$ cat src/rtl/sextium_controller_gen.sv
// Sextium III control FSM. Fetches one memory word of packed 4-bit opcodes and
// decodes it slot by slot, driving the datapath mux selects and write strobes.
//
// Memory handshake: a read or write is requested by holding mem_read or
// mem_write together with its address select. The transfer completes in the
// cycle mem_ready is high, and every strobe and select stays constant until
// then. The slot index does not advance while a transfer is outstanding.
module sextium_controller_gen #(
  parameter int INSNS_PER_WORD = 4,
  parameter int SLOT_W         = $clog2(INSNS_PER_WORD),
  parameter int DIV_LATENCY    = 3
) (
  input  logic              clock,
  input  logic              reset,
  input  logic [3:0]        insn,
  input  logic              accz,
  input  logic              accn,
  input  logic              iobusy,
  input  logic              mem_ready,
  output logic              mem_read,
  output logic              mem_write,
  output logic              ir_write,
  output logic              pc_write,
  output logic              acc_write,
  output logic              seladdr,
  output logic [1:0]        selacc,
  output logic              selswap,
  output logic              doswap,
  output logic              selpc1,
  output logic              selpc2,
  output logic [1:0]        aluinsn,
  output logic [SLOT_W-1:0] curinsn,
  output logic              runio,
  output logic              diven,
  output logic              illegal,
  output logic [1:0]        state_dbg
);

  typedef enum logic [1:0] {
    FETCH   = 2'd0,
    DECODE  = 2'd1,
    IOWAIT  = 2'd2,
    DIVWAIT = 2'd3
  } state_t;

  localparam logic [3:0] OP_NOP     = 4'd0;
  localparam logic [3:0] OP_SYSCALL = 4'd1;
  localparam logic [3:0] OP_LOAD    = 4'd2;
  localparam logic [3:0] OP_STORE   = 4'd3;
  localparam logic [3:0] OP_SWAPA   = 4'd4;
  localparam logic [3:0] OP_SWAPD   = 4'd5;
  localparam logic [3:0] OP_BRANCHZ = 4'd6;
  localparam logic [3:0] OP_BRANCHN = 4'd7;
  localparam logic [3:0] OP_JUMP    = 4'd8;
  localparam logic [3:0] OP_CONST   = 4'd9;
  localparam logic [3:0] OP_ADD     = 4'd10;
  localparam logic [3:0] OP_SUB     = 4'd11;
  localparam logic [3:0] OP_MUL     = 4'd12;
  localparam logic [3:0] OP_DIV     = 4'd13;

  localparam logic [1:0] ACC_MEM  = 2'd0;
  localparam logic [1:0] ACC_IO   = 2'd1;
  localparam logic [1:0] ACC_SWAP = 2'd2;
  localparam logic [1:0] ACC_ALU  = 2'd3;

  localparam logic [SLOT_W-1:0] LAST_SLOT = SLOT_W'(INSNS_PER_WORD - 1);
  localparam logic [3:0]        DIV_LOAD  = 4'(DIV_LATENCY - 1);

  state_t            state, state_n;
  logic [SLOT_W-1:0] slot, slot_n;
  logic [3:0]        div_cnt, div_cnt_n;
  logic              advance;

  // State, slot index and divider countdown registers.
  always_ff @(posedge clock) begin
    if (reset) begin
      state   <= FETCH;
      slot    <= '0;
      div_cnt <= 4'd0;
    end else begin
      state   <= state_n;
      slot    <= slot_n;
      div_cnt <= div_cnt_n;
    end
  end

  // Next-state and output decode. Everything stays at 0 while reset is high.
  always_comb begin
    state_n   = state;
    slot_n    = slot;
    div_cnt_n = div_cnt;
    advance   = 1'b0;
    mem_read  = 1'b0;
    mem_write = 1'b0;
    ir_write  = 1'b0;
    pc_write  = 1'b0;
    acc_write = 1'b0;
    seladdr   = 1'b0;
    selacc    = ACC_MEM;
    selswap   = 1'b0;
    doswap    = 1'b0;
    selpc1    = 1'b0;
    selpc2    = 1'b0;
    aluinsn   = 2'd0;
    runio     = 1'b0;
    diven     = 1'b0;
    illegal   = 1'b0;

    if (!reset) begin
      case (state)
        FETCH: begin
          mem_read = 1'b1;
          seladdr  = 1'b0;
          if (mem_ready) begin
            ir_write = 1'b1;
            pc_write = 1'b1;
            selpc1   = 1'b0;
            slot_n   = '0;
            state_n  = DECODE;
          end
        end

        DECODE: begin
          case (insn)
            OP_NOP: advance = 1'b1;
            OP_SYSCALL: begin
              runio   = 1'b1;
              selacc  = ACC_IO;
              state_n = IOWAIT;
            end
            OP_LOAD: begin
              mem_read  = 1'b1;
              seladdr   = 1'b1;
              selacc    = ACC_MEM;
              acc_write = mem_ready;
              advance   = mem_ready;
            end
            OP_STORE: begin
              mem_write = 1'b1;
              seladdr   = 1'b1;
              advance   = mem_ready;
            end
            OP_SWAPA, OP_SWAPD: begin
              doswap    = 1'b1;
              selswap   = (insn == OP_SWAPD);
              selacc    = ACC_SWAP;
              acc_write = 1'b1;
              advance   = 1'b1;
            end
            OP_BRANCHZ, OP_BRANCHN: begin
              if ((insn == OP_BRANCHZ) ? accz : accn) begin
                pc_write = 1'b1;
                selpc1   = 1'b1;
                selpc2   = 1'b0;
                slot_n   = '0;
                state_n  = FETCH;
              end else begin
                advance = 1'b1;
              end
            end
            OP_JUMP: begin
              pc_write = 1'b1;
              selpc1   = 1'b1;
              selpc2   = 1'b1;
              slot_n   = '0;
              state_n  = FETCH;
            end
            OP_CONST: begin
              mem_read  = 1'b1;
              seladdr   = 1'b0;
              selacc    = ACC_MEM;
              acc_write = mem_ready;
              pc_write  = mem_ready;
              selpc1    = 1'b0;
              advance   = mem_ready;
            end
            OP_ADD, OP_SUB, OP_MUL: begin
              selacc    = ACC_ALU;
              aluinsn   = insn[1:0] - 2'd2;
              acc_write = 1'b1;
              advance   = 1'b1;
            end
            OP_DIV: begin
              aluinsn   = 2'd3;
              selacc    = ACC_ALU;
              diven     = 1'b1;
              div_cnt_n = DIV_LOAD;
              state_n   = DIVWAIT;
            end
            default: begin
              illegal = 1'b1;
              advance = 1'b1;
            end
          endcase
        end

        IOWAIT: begin
          selacc = ACC_IO;
          runio  = iobusy;
          if (!iobusy) begin
            acc_write = 1'b1;
            advance   = 1'b1;
          end
        end

        DIVWAIT: begin
          aluinsn = 2'd3;
          selacc  = ACC_ALU;
          diven   = 1'b1;
          if (div_cnt == 4'd0) begin
            acc_write = 1'b1;
            advance   = 1'b1;
          end else begin
            div_cnt_n = div_cnt - 4'd1;
          end
        end

        default: state_n = FETCH;
      endcase

      // Generic slot advance; the wrap to slot 0 is explicit.
      if (advance) begin
        if (slot == LAST_SLOT) begin
          slot_n  = '0;
          state_n = FETCH;
        end else begin
          slot_n  = slot + SLOT_W'(1);
          state_n = DECODE;
        end
      end
    end
  end

  assign curinsn   = reset ? '0 : slot;
  assign state_dbg = reset ? 2'd0 : state;

endmodule

$ cat config.mk
export PLATFORM = sky130hd
export DESIGN_NAME = sextium_controller_gen
export DESIGN_NICKNAME = d
export VERILOG_FILES = /design/src/rtl/sextium_controller_gen.sv
export SDC_FILE = /design/constraint.sdc
export NUM_CORES = 1
export LEC_CHECK = 0
export CAP_MARGIN = 15
export CORE_ASPECT_RATIO = 1.25
export CORE_MARGIN = 10
export CORE_UTILIZATION = 49
export DETAILED_ROUTE_END_ITERATION = 6
export GPL_ROUTABILITY_DRIVEN = 0
export PLACE_DENSITY_LB_ADDON = 0.05
export SLEW_MARGIN = 25
export SYNTH_ARGS = -nofsm -noshare
export SYNTH_HDL_FRONTEND = slang
export SYNTH_SLANG_ARGS = --single-unit
$ cat constraint.sdc
create_clock -name clock -period 2.7 [get_ports clock]
set_clock_uncertainty 0.1 [all_clocks]
set_input_delay 0.27 -clock clock [delete_from_list [all_inputs] [get_ports clock]]
set_output_delay 0.27 -clock clock [all_outputs]
set_load 0.1 [all_outputs]
==> impl_metrics.env <==
export IMPL_run_status="complete, no violations"
export IMPL_ys_seq_elements=8
export IMPL_synth_edf_count=0
export IMPL_timing_hold_worst_start="div_cnt[1]"
export IMPL_grt_pass1_vias=1284
export IMPL_track_usage=0.1685
export IMPL_crit_path_top_delay_cell="sky130_fd_sc_hd__or3_1"
export IMPL_ant_nets=0
export IMPL_clock_root_buffer="sky130_fd_sc_hd__clkbuf_4"
export IMPL_report_final_setup_viol=0
export IMPL_synth_async_sr_flop_share=0
export IMPL_yosysSeqAreaShare=0.1658
export IMPL_cp_top_family="simple AND/OR/NAND/NOR gates"
export IMPL_grt_first_pass_wirelength_um=5885
export IMPL_multi_input_area_um2=803.3
export IMPL_switching_share=0.5427
export IMPL_syn_cell_area_um2=965.9
export IMPL_startpoint_type="flop"
export IMPL_synth_ff_type="sky130_fd_sc_hd__dfxtp_1"
export IMPL_synth_most_common_cell="sky130_fd_sc_hd__nor2_1"
export IMPL_power_switching_mw=0.5729
export IMPL_start_util=0.5280
export IMPL_number_of_optimization_iterations_in_the_first_detailed_route_pass=4
export IMPL_synthesis_area_per_instance_um2=6.802
export IMPL_worstMarginPinSlew_ps=501.8
export IMPL_drt_initial_drc_count=45
export IMPL_grt_max_degree=16
export IMPL_crit_buf_inv=2
export IMPL_clock_latency_ps=250
export IMPL_critical_path_startpoint="state[1]"
export IMPL_overflow=0
export IMPL_critPathRequiredTime_ps=2330
export IMPL_synth_cell_type_count=45
export IMPL_power_frac_comb=0.745
export IMPL_cts_max_path_buffers=2
export IMPL_timing_final_hold_violations=0
export IMPL_core_region_area_mm2=0.001829
export IMPL_floorplan_die_width_um=59.71
export IMPL_p_int_mw=0.4828
export IMPL_routed_wire_length_per_instance_um=17.74
export IMPL_synth_commonest_cells="sky130_fd_sc_hd__nor2_1, sky130_fd_sc_hd__nand2_1, sky130_fd_sc_hd__a21oi_1, sky130_fd_sc_hd__inv_1"
export IMPL_cp_end_kind="output pin"
export IMPL_synth_top_cell_area_share=0.1658
export IMPL_post_route_cells_drive_above_1_share=0.2982
export IMPL_mappedNetlistNets=159
export IMPL_worstSetupPathType="flop to output pin"
export IMPL_cts_sink_count=8
export IMPL_drt_drc_violations_left=0
export IMPL_antenna_found_initial=0
export IMPL_totalNegativeSetupSlack_ps=0
export IMPL_n_fill_cell=91
export IMPL_synth_area_leaders="sky130_fd_sc_hd__dfxtp_1, sky130_fd_sc_hd__ha_1, sky130_fd_sc_hd__nor2_1"
export IMPL_finalNetCount=190
export IMPL_critical_path_peak_fanout=15
export IMPL_ir_drop_v=0.0004931
export IMPL_fin_crit_ps=2544
export IMPL_fin_ws_ps=156.0
export IMPL_clk_transition_reported_paths_ps=60
export IMPL_max_clock_freq_mhz=393.1
export IMPL_floorplan_die_height_um=69.64
export IMPL_register_area_um2=160.2
export IMPL_rsz0062_at_grt="false"
export IMPL_dp_final_hpwl_um=2835
export IMPL_synthToLayoutAreaGrowth_pct=66.32
export IMPL_layout_cell_area_non_filler_mm2=0.001607
export IMPL_worst_slew_margin_rel=0.6655
export IMPL_postRouteWirelength_um=3370
export IMPL_cap_violations=0
export IMPL_num_vias=1191
export IMPL_synth_top_area_cell="sky130_fd_sc_hd__dfxtp_1"
export IMPL_die_area_mm2=0.004158
export IMPL_period_share=0.9422
export IMPL_clock_power_share=0.084
export IMPL_pwr_density_cell_mw_per_mm2=657.2
export IMPL_tritoncts="done"
export IMPL_buffer_ports_inserted=30
export IMPL_post_drt_via_cell_ratio=6.268
export IMPL_cts_post_setup_buffers_inserted=0
export IMPL_fp_rows=17
export IMPL_final_max_slew_viol_count=0
export IMPL_io_pins=31
export IMPL_cp_cell_sequence="inv_1, ha_2, nand2_1, or3_1, a21oi_4, a41o_2, buf_12"
export IMPL_worst_r2r_startpoint="state[0]"
export IMPL_critPathMaxStageDelay_ps=400
export IMPL_yosys_warnings=0
export IMPL_seqPwrFrac=0.171
export IMPL_p_leak_nw=0.6677
export IMPL_htree_levels=1
export IMPL_arrival_ps=2170
export IMPL_antenna_cells_inserted=0
export IMPL_cts_inserted_buffers=3
export IMPL_hold_path_class="flop to flop"
export IMPL_place_worst_setup_slack_ps=239.2
export IMPL_post_synth_inst_count=142
export IMPL_postPlaceCellArea_mm2=0.001582
[power groups by stage]
stage	registers [mW]	clock network [mW]	logic [mW]
floorplan	0.175	0	0.557
global route	0.185	0.0968	0.841
finish	0.181	0.0883	0.787
detailed placement	0.181	0	0.778
CTS	0.180	0.0916	0.780
global placement	0.180	0	0.753
[logic make-up after synthesis]
group / count (synthesis) / synth area share
buf+inv: 21 / 0.09715
compound gates: 34 / 0.2604
flops: 8 / 0.1658
mux: 3 / 0.03109
xor+xnor: 3 / 0.02721
simple gates: 66 / 0.3277
fa+ha+maj: 7 / 0.09067
[through the flow]
stage	util	power, mW	hold WS, ps	instances
2_1_floorplan	-	0.7312	380.1	142
3_3_place_gp	0.8646	0.9328	401.3	187
3_5_place_dp	0.8646	0.9588	405.6	187
4_1_cts	0.8769	1.052	422.1	190
5_1_grt	0.8782	1.123	440.6	190
6_report	0.8782	1.056	422.3	190
[tightest hold or removal path, stage by stage, from the launching register on]
cell and delay [ps]:
sky130_fd_sc_hd__dfxtp_1 320, sky130_fd_sc_hd__nor2_1 100, sky130_fd_sc_hd__a311oi_1 50
[timing repair]
| action | in CTS | in global routing |
|---|---|---|
| resized for setup | 0 | 1 |
| hold buffers | 0 | 0 |
| endpoints found under the setup margin | 0 | 3 |
[cell usage in the layout, fill, tap and decap left out, drive strengths merged, types with 2 or more instances in the layout]
cell type      count
buf               27
nor2              18
nand2             17
inv               11
a21oi             10
clkdlybuf4s50      9
dfxtp              8
nor3               8
ha                 7
o21ai              6
nor2b              6
nand3              4
mux2i              3
clkbuf             3
nand2b             2
nand4              2
xor2               2
and2               2
and3               2
a211oi             2
a21boi             2
[final timing paths]
| path | depth (start not counted) | end | slack (ps) |
|---|---|---|---|
| min reg2reg | 2 | div_cnt[1] | 420 |
| max | 7 | aluinsn[0] | 160 |
| min | 2 | div_cnt[1] | 420 |
| max reg2reg | 6 | state[0] | 550 |
[flip-flops by register name, indices dropped and copies added, names as in the netlist]
| name | cells |
|---|---|
| state | 2 |
| div_cnt | 4 |
| slot | 2 |
[per-layer routing]
layer	GRT usage	part of all wire	vias to the layer above
met4	0.09701	0.046	0
met2	0.2877	0.53	62
met1	0.1728	0.34	557
met5	0	0	-
met3	0.04388	0.080	17
li1	-	-	555
[area by class of cell]
cell class,count,share of cell area
inverter,11,0.02570
clock buffer,3,0.01402
timing repair buffer,36,0.3458
multi-input combinational,113,0.5000
sequential,8,0.09969
tap,19,0.01480
No activity file was read; power rests on OpenSTA's default activity.
